**src/rtl/mem_arbiter.sv**
```systemverilog
// Two-master memory arbiter: CPU (m0) and loader/DMA (m1) share one
// registered memory port. Each access takes ISSUE (grant + strobe) then
// RESP (done + read data), so back-to-back traffic runs at one access
// per two cycles.
// Build option: define MEM_ARB_RR_EN for round-robin arbitration of
// simultaneous requests; otherwise m0 has fixed priority over m1.
module mem_arbiter #(
  parameter int ADDR_W = 32
) (
  input  logic              clk,
  input  logic              rstn,
  input  logic              m0_req,
  input  logic [ADDR_W-1:0] m0_addr,
  input  logic [31:0]       m0_wdata,
  input  logic [3:0]        m0_wmask,
  output logic              m0_gnt,
  output logic              m0_done,
  output logic [31:0]       m0_rdata,
  input  logic              m1_req,
  input  logic [ADDR_W-1:0] m1_addr,
  input  logic [31:0]       m1_wdata,
  input  logic [3:0]        m1_wmask,
  output logic              m1_gnt,
  output logic              m1_done,
  output logic [31:0]       m1_rdata,
  output logic              mem_strb,
  output logic [ADDR_W-1:0] mem_addr,
  output logic [31:0]       mem_wdata,
  output logic [3:0]        mem_wmask,
  input  logic [31:0]       mem_rdata
);

  typedef enum logic [1:0] {IDLE, ISSUE, RESP} state_t;

  state_t            state, state_nxt;
  logic              owner, owner_nxt;   // 0 = m0, 1 = m1
  logic              last, last_nxt;     // requester granted most recently
  logic              win;                // arbitration winner this cycle
  logic              load;               // latch winner onto memory port
  logic              rd;                 // current access is a read
  logic [ADDR_W-1:0] sel_addr;
  logic [31:0]       sel_wdata;
  logic [3:0]        sel_wmask;
  logic [31:0]       rdata0_q, rdata1_q;

  // Pick a winner among the live requests and mux its access fields.
  always_comb begin
`ifdef MEM_ARB_RR_EN
    if (m0_req && m1_req) win = ~last;
    else                  win = m1_req & ~m0_req;
`else
    win = ~m0_req;
`endif
    sel_addr  = win ? m1_addr  : m0_addr;
    sel_wdata = win ? m1_wdata : m0_wdata;
    sel_wmask = win ? m1_wmask : m0_wmask;
  end

  // Next-state logic: arbitrate in IDLE and RESP, ISSUE always moves to RESP.
  always_comb begin
    state_nxt = state;
    owner_nxt = owner;
    last_nxt  = last;
    load      = 1'b0;
    case (state)
      IDLE, RESP: begin
        if (m0_req || m1_req) begin
          state_nxt = ISSUE;
          owner_nxt = win;
          last_nxt  = win;
          load      = 1'b1;
        end else begin
          state_nxt = IDLE;
        end
      end
      ISSUE:   state_nxt = RESP;
      default: state_nxt = IDLE;
    endcase
  end

  // State, owner and last-grant registers; last grant resets to m1.
  always_ff @(posedge clk or negedge rstn) begin
    if (!rstn) begin
      state <= IDLE;
      owner <= 1'b0;
      last  <= 1'b1;
    end else begin
      state <= state_nxt;
      owner <= owner_nxt;
      last  <= last_nxt;
    end
  end

  // Registered memory port: loaded for the ISSUE cycle, strobes cleared otherwise.
  always_ff @(posedge clk or negedge rstn) begin
    if (!rstn) begin
      mem_strb  <= 1'b0;
      mem_addr  <= '0;
      mem_wdata <= '0;
      mem_wmask <= '0;
      rd        <= 1'b0;
    end else if (load) begin
      mem_strb  <= (sel_wmask == 4'b0000);
      mem_addr  <= sel_addr;
      mem_wdata <= sel_wdata;
      mem_wmask <= sel_wmask;
      rd        <= (sel_wmask == 4'b0000);
    end else begin
      mem_strb  <= 1'b0;
      mem_wmask <= '0;
    end
  end

  // Keep each requester's last read data after its done pulse.
  always_ff @(posedge clk or negedge rstn) begin
    if (!rstn) begin
      rdata0_q <= '0;
      rdata1_q <= '0;
    end else if (state == RESP && rd) begin
      if (owner) rdata1_q <= mem_rdata;
      else       rdata0_q <= mem_rdata;
    end
  end

  // Grant/done decode; read data passes straight through during the done cycle.
  always_comb begin
    m0_gnt   = (state == ISSUE) && !owner;
    m1_gnt   = (state == ISSUE) &&  owner;
    m0_done  = (state == RESP)  && !owner;
    m1_done  = (state == RESP)  &&  owner;
    m0_rdata = (m0_done && rd) ? mem_rdata : rdata0_q;
    m1_rdata = (m1_done && rd) ? mem_rdata : rdata1_q;
  end

endmodule

```
**config.mk**
```make
export PLATFORM = sky130hd
export DESIGN_NAME = mem_arbiter
export DESIGN_NICKNAME = d
export VERILOG_FILES = /design/src/rtl/mem_arbiter.sv
export SDC_FILE = /design/constraint.sdc
export NUM_CORES = 1
export LEC_CHECK = 0
export CELL_PAD_IN_SITES_DETAIL_PLACEMENT = 1
export CELL_PAD_IN_SITES_GLOBAL_PLACEMENT = 1
export CORE_ASPECT_RATIO = 0.75
export CORE_UTILIZATION = 31
export DETAILED_ROUTE_END_ITERATION = 12
export PLACE_DENSITY_LB_ADDON = 0.12
export SLEW_MARGIN = 10
export SYNTH_ARGS = -nofsm -noshare
export SYNTH_HDL_FRONTEND = slang
export SYNTH_SLANG_ARGS = --single-unit
```
**constraint.sdc**
```tcl
create_clock -name clk -period 2 [get_ports clk]
set_input_delay 0.4 -clock clk [delete_from_list [all_inputs] [get_ports clk]]
set_output_delay 0.4 -clock clk [all_outputs]
set_load 0.05 [all_outputs]
```
Word-level counts from Yosys, hierarchy flattened

Index checks and enable logic that the tools add are counted.
Widths: inputs -> output; s select.

Register bits: 137
Memory bits (writable): 0
Input port bits: 172
Output and inout bits: 137
Memory bits (read-only): 0
Logic and storage cells: 39
Memories: 0
Latch bits: 0

Bitwise logic cells: 2
Add/subtract/negate cells: 0
Reduce and logical (&&, ||, !) cells: 15
Divide/modulo/power cells: 0
Equal/unequal tests: 2
$lt $le $gt $ge: 0
Shift-type cells: 0
Muxes and demuxes: 11
$mul: 0

Operators by type and width:

| cell               | number |
|---|---|
| $mux 32            | 4 |
| $mux 4             | 2 |
| $logic_and 1x1->1  | 7 |
| $reduce_and 2->1   | 3 |
| $logic_not 4->1    | 1 |
| $mux 1             | 4 |
| $pmux 2 s2         | 1 |
| $eq 2x1->1 const B | 1 |
| $eq 2x2->1 const B | 1 |
| $logic_not 2->1    | 1 |
| $not 1->1          | 2 |
| $reduce_or 2->1    | 1 |
| $logic_not 1->1    | 1 |
| $logic_or 1x1->1   | 1 |

Longest topological paths before layout

Depth after elaboration: 4
Mapped depth: 7
Gate-level depth less buffers: 3

Least setup slack after synthesis

OpenSTA, ideal clock, no wires.

Path type: reg2out
Start: reg state[0]
End: out m0_done
Cell stages (with the launch flop): 2
Arrival: 1.589 ns
Buffers on the path: 0
Path slack: 0.011 ns
Path through: dfrtp_1 > nor3b_1

Word-level cells in the longest chain between the ends: 2

Ends and longest elaborated chain:

| element                  | line | RTL |
|---|---|---|
| start: declaration       | 35   | `state_t state, state_nxt;` |
| start signal: assignment | 88   | `state <= state_nxt;` |
| $eq 2x2->1               | 129  | `m0_done = (state == RESP) && !owner;` |
| $logic_and 1x1->1        | 129  |  |
| end: declaration         | 17   | `output logic m0_done,` |

Every way passes these cells.

Worst setup path in the final report

Start: reg state[0]
End: out m1_rdata[18]

Word-level cells in the longest chain between the ends: 4

Ends and longest elaborated chain:

| element           | line | RTL |
|---|---|---|
| $eq 2x2->1        | 130  | `m1_done = (state == RESP) && owner;` |
| $logic_and 1x1->1 | 130  |  |
| $logic_and 1x1->1 | 132  | `m1_rdata = (m1_done && rd) ? mem_rdata : rdata1_q;` |
| $mux 32           | 132  |  |
| end: declaration  | 25   | `output logic [31:0] m1_rdata,` |

Every way passes these cells.

==> metrics.txt <==
status finished, violations left; failing checks negative setup slack; clk sinks ~140; crit-path cells buf_6 > nand4b_1 > buf_6 > buf_12 > buf_12 > mux2_4 > buf_12; CTS tree done; Die X 170 um; Max VDD drop 0.516 mV; Final GP Congestion between 0.7 and 0.8; Sum Neg Setup Slack -27550 ps; Initial Util between 30% and 40%; total wire length 23000 um; GRT Max-Usage Layer met2; vias per cell roughly 4.7; Post-Layout Cell Count ~1.2k; minimum hold slack about 410 ps; post-synthesis cell type count 20; GRT met2 Usage between 30% and 40%; port bufs ~310; Worst R2R Path Depth 8; Tot GR Track Use 21.5%; fin crit period around 2500 ps; PD cells roughly 1100 nW/um^2; Tot Pwr 12.6 mW; CP Max Fanout 5; hold path depth 2; CP Launch Type register; DRC Markers 0; total stage count of the critical path 7; total CTS buffers 17; root buffer cell clkbuf_16; Post-Syn Area 6570 um^2; post-layout util ~57%; post-synthesis sequential area ratio between 50% and 60%; syn avg cell area ~13 um^2; initial antenna violation count 0; Setup CP Type register to output port; RSZ-0062 raised after global routing yes; Least-Margin Pin Slew around 570 ps; Die Height approximately 130 um; Post-Syn Nets about 700; type of element capturing the critical path output port; crit path buf inv count 5; normalized max-slew margin ~62%; Most common cell on crit path buf_12; max_cap viols 0; leakage between 5 and 6 nW; slowest stage cell, crit path dfrtp_1; DRT antenna net count 0; placed cell area between 10000 and 15000 um^2; ANT cells 0; die area about 22000 um^2; Largest delay share family, worst path buffers and inverters; Worst-path clk slew around 60 ps; first-pass GRT wire length between 30000 and 40000 um; Final Cell Area 11600 um^2; Fin. Hold Viols 0; largest net degree at the start of global routing 95; Yosys reg bits approximately 140; dpl ws -89.9 ps; placed cell count around 1.1k; worst path required time ~1600 ps; GR Util met1 between 20% and 30%; number of global-route vias before repair 6074; detailed placement HPWL ~15000 um; Min-Delay Path Class input pin to register; Area Growth Syn to Fin 76.9%; Layout Skew 7.42 ps; 1st-pass router iterations 4; row count 45; max-slew violations 0; Synth Instances 520; final net count slightly above 1k; IO Pins roughly 300; fin crit share 126%; Final setup viols between 60 and 70; share of cells above drive strength 1 around a third; DR vias about 5.4k; Achievable Freq 395 MHz; final worst setup slack -529 ps; core footprint 20500 um^2; crit path DAT ~2100 ps; synth warn 0; Clock Path Buffers 2; CP max stage delay slightly above 400 ps; initial drt markers 220; met3 global-route usage 6.30%; Clock Latency Late Sink ~420 ps; Overflow after GRT 0; H-tree levels 4; WL/cell about 20 um
[repair_timing]
item,in CTS,in global routing
setup buffers,12,5
endpoints found under the setup margin,107,89
hold buffers,1,0
cloned,9,2
resized for setup,112,67
hold endpoints to repair,43,0
pin swaps,1,2
[placed cells by master (no fill, tap or decap)]
master	netlist	layout
o21bai_4	0	1
nor2b_4	0	1
nor2_1	6	6
mux2i_1	69	69
clkinvlp_4	0	3
and2_4	0	1
clkbuf_1	6	3
and3b_2	1	1
nor4_1	2	2
nand4b_1	1	1
nor3b_2	0	1
dlymetal6s2s_1	0	11
mux2_4	0	53
inv_1	1	1
clkinv_4	0	4
dlygate4sd3_1	0	1
bufbuf_16	0	2
clkbuf_16	0	19
nor2b_2	0	1
nor4bb_4	0	1
buf_16	0	3
o21ai_0	67	67
buf_4	6	37
dlygate4sd2_1	0	41
buf_8	0	20
mux2_2	128	75
clkdlybuf4s50_1	0	171
buf_6	6	20
buf_12	6	49
nand2_1	65	65
dfrtp_1	137	137
inv_6	0	3
bufinv_16	0	2
[state kept, by name, indices dropped and copies added (netlist names)]
name / flops
owner: 1
mem_wdata: 32
rd: 1
rdata0_q: 32
state: 2
mem_strb: 1
rdata1_q: 32
mem_addr: 32
mem_wmask: 4
[power by group]
group | switching (mW) | internal, mW | total, mW
combinational | 3.28 | 2.48 | 5.76
clock | 1.25 | 1.85 | 3.11
sequential | 0.340 | 3.36 | 3.70
total | 4.87 | 7.70 | 12.6
[cells in the mapped netlist]
cell type / n / area share [%]
dfrtp_1: 137 / 52
mux2_2: 128 / 22
mux2i_1: 69 / 11
o21ai_0: 67 / 5.1
nand2_1: 65 / 3.7
buf_2: 13 / 0.99
buf_12: 6 / 1.8
buf_4: 6 / 0.69
buf_6: 6 / 1.0
clkbuf_1: 6 / 0.34
nor2_1: 6 / 0.34
nor2b_1: 2 / 0.19
nor4_1: 2 / 0.19
and2_1: 1 / 0.095
and3b_2: 1 / 0.15
inv_1: 1 / 0.057
nand4b_1: 1 / 0.13
nor3b_1: 1 / 0.11
nor4bb_2: 1 / 0.25
o21bai_1: 1 / 0.11
[metal layers]
layer	wire [um]	part of all wire, %	vias to the layer above
li1	-	-	2519
met1	9260	40	2672
met2	11900	52	170
met3	1420	6.2	25
met4	453	2.0	0
met5	0	0	-
[final timing paths]
| path | start | end | slack (ps) |
|---|---|---|---|
| max in group asynchronous | rstn | mem_wmask[2] | 860 |
| min reg2reg | mem_addr[26] | mem_addr[26] | 470 |
| max | state[0] | m1_rdata[18] | -530 |
| min in group asynchronous | rstn | mem_wdata[22] | 490 |
| max reg2reg | state[0] | rdata0_q[24] | 0 |
| min | m0_req | owner | 410 |
[cell type report]
type | instances | area [um^2]
clock buffer | 20 | 437
clock inverter | 12 | 144
fill | 2083 | 8880
inverter | 1 | 3.75
multi-input combinational | 345 | 3050
sequential | 137 | 3430
tap | 282 | 353
timing repair buffer | 357 | 4200
[kinds of logic (layout without fill, tap and decap cells)]
| family | Yosys count | count (layout) | synth area share (%) |
|---|---|---|---|
| compound gates | 68 | 68 | 5.22 |
| mux | 197 | 197 | 32.5 |
| buf+inv | 38 | 390 | 4.93 |
| simple gates | 80 | 80 | 5.18 |
| flops | 137 | 137 | 52.2 |
Note: power is estimated with default switching activity, not from simulation.
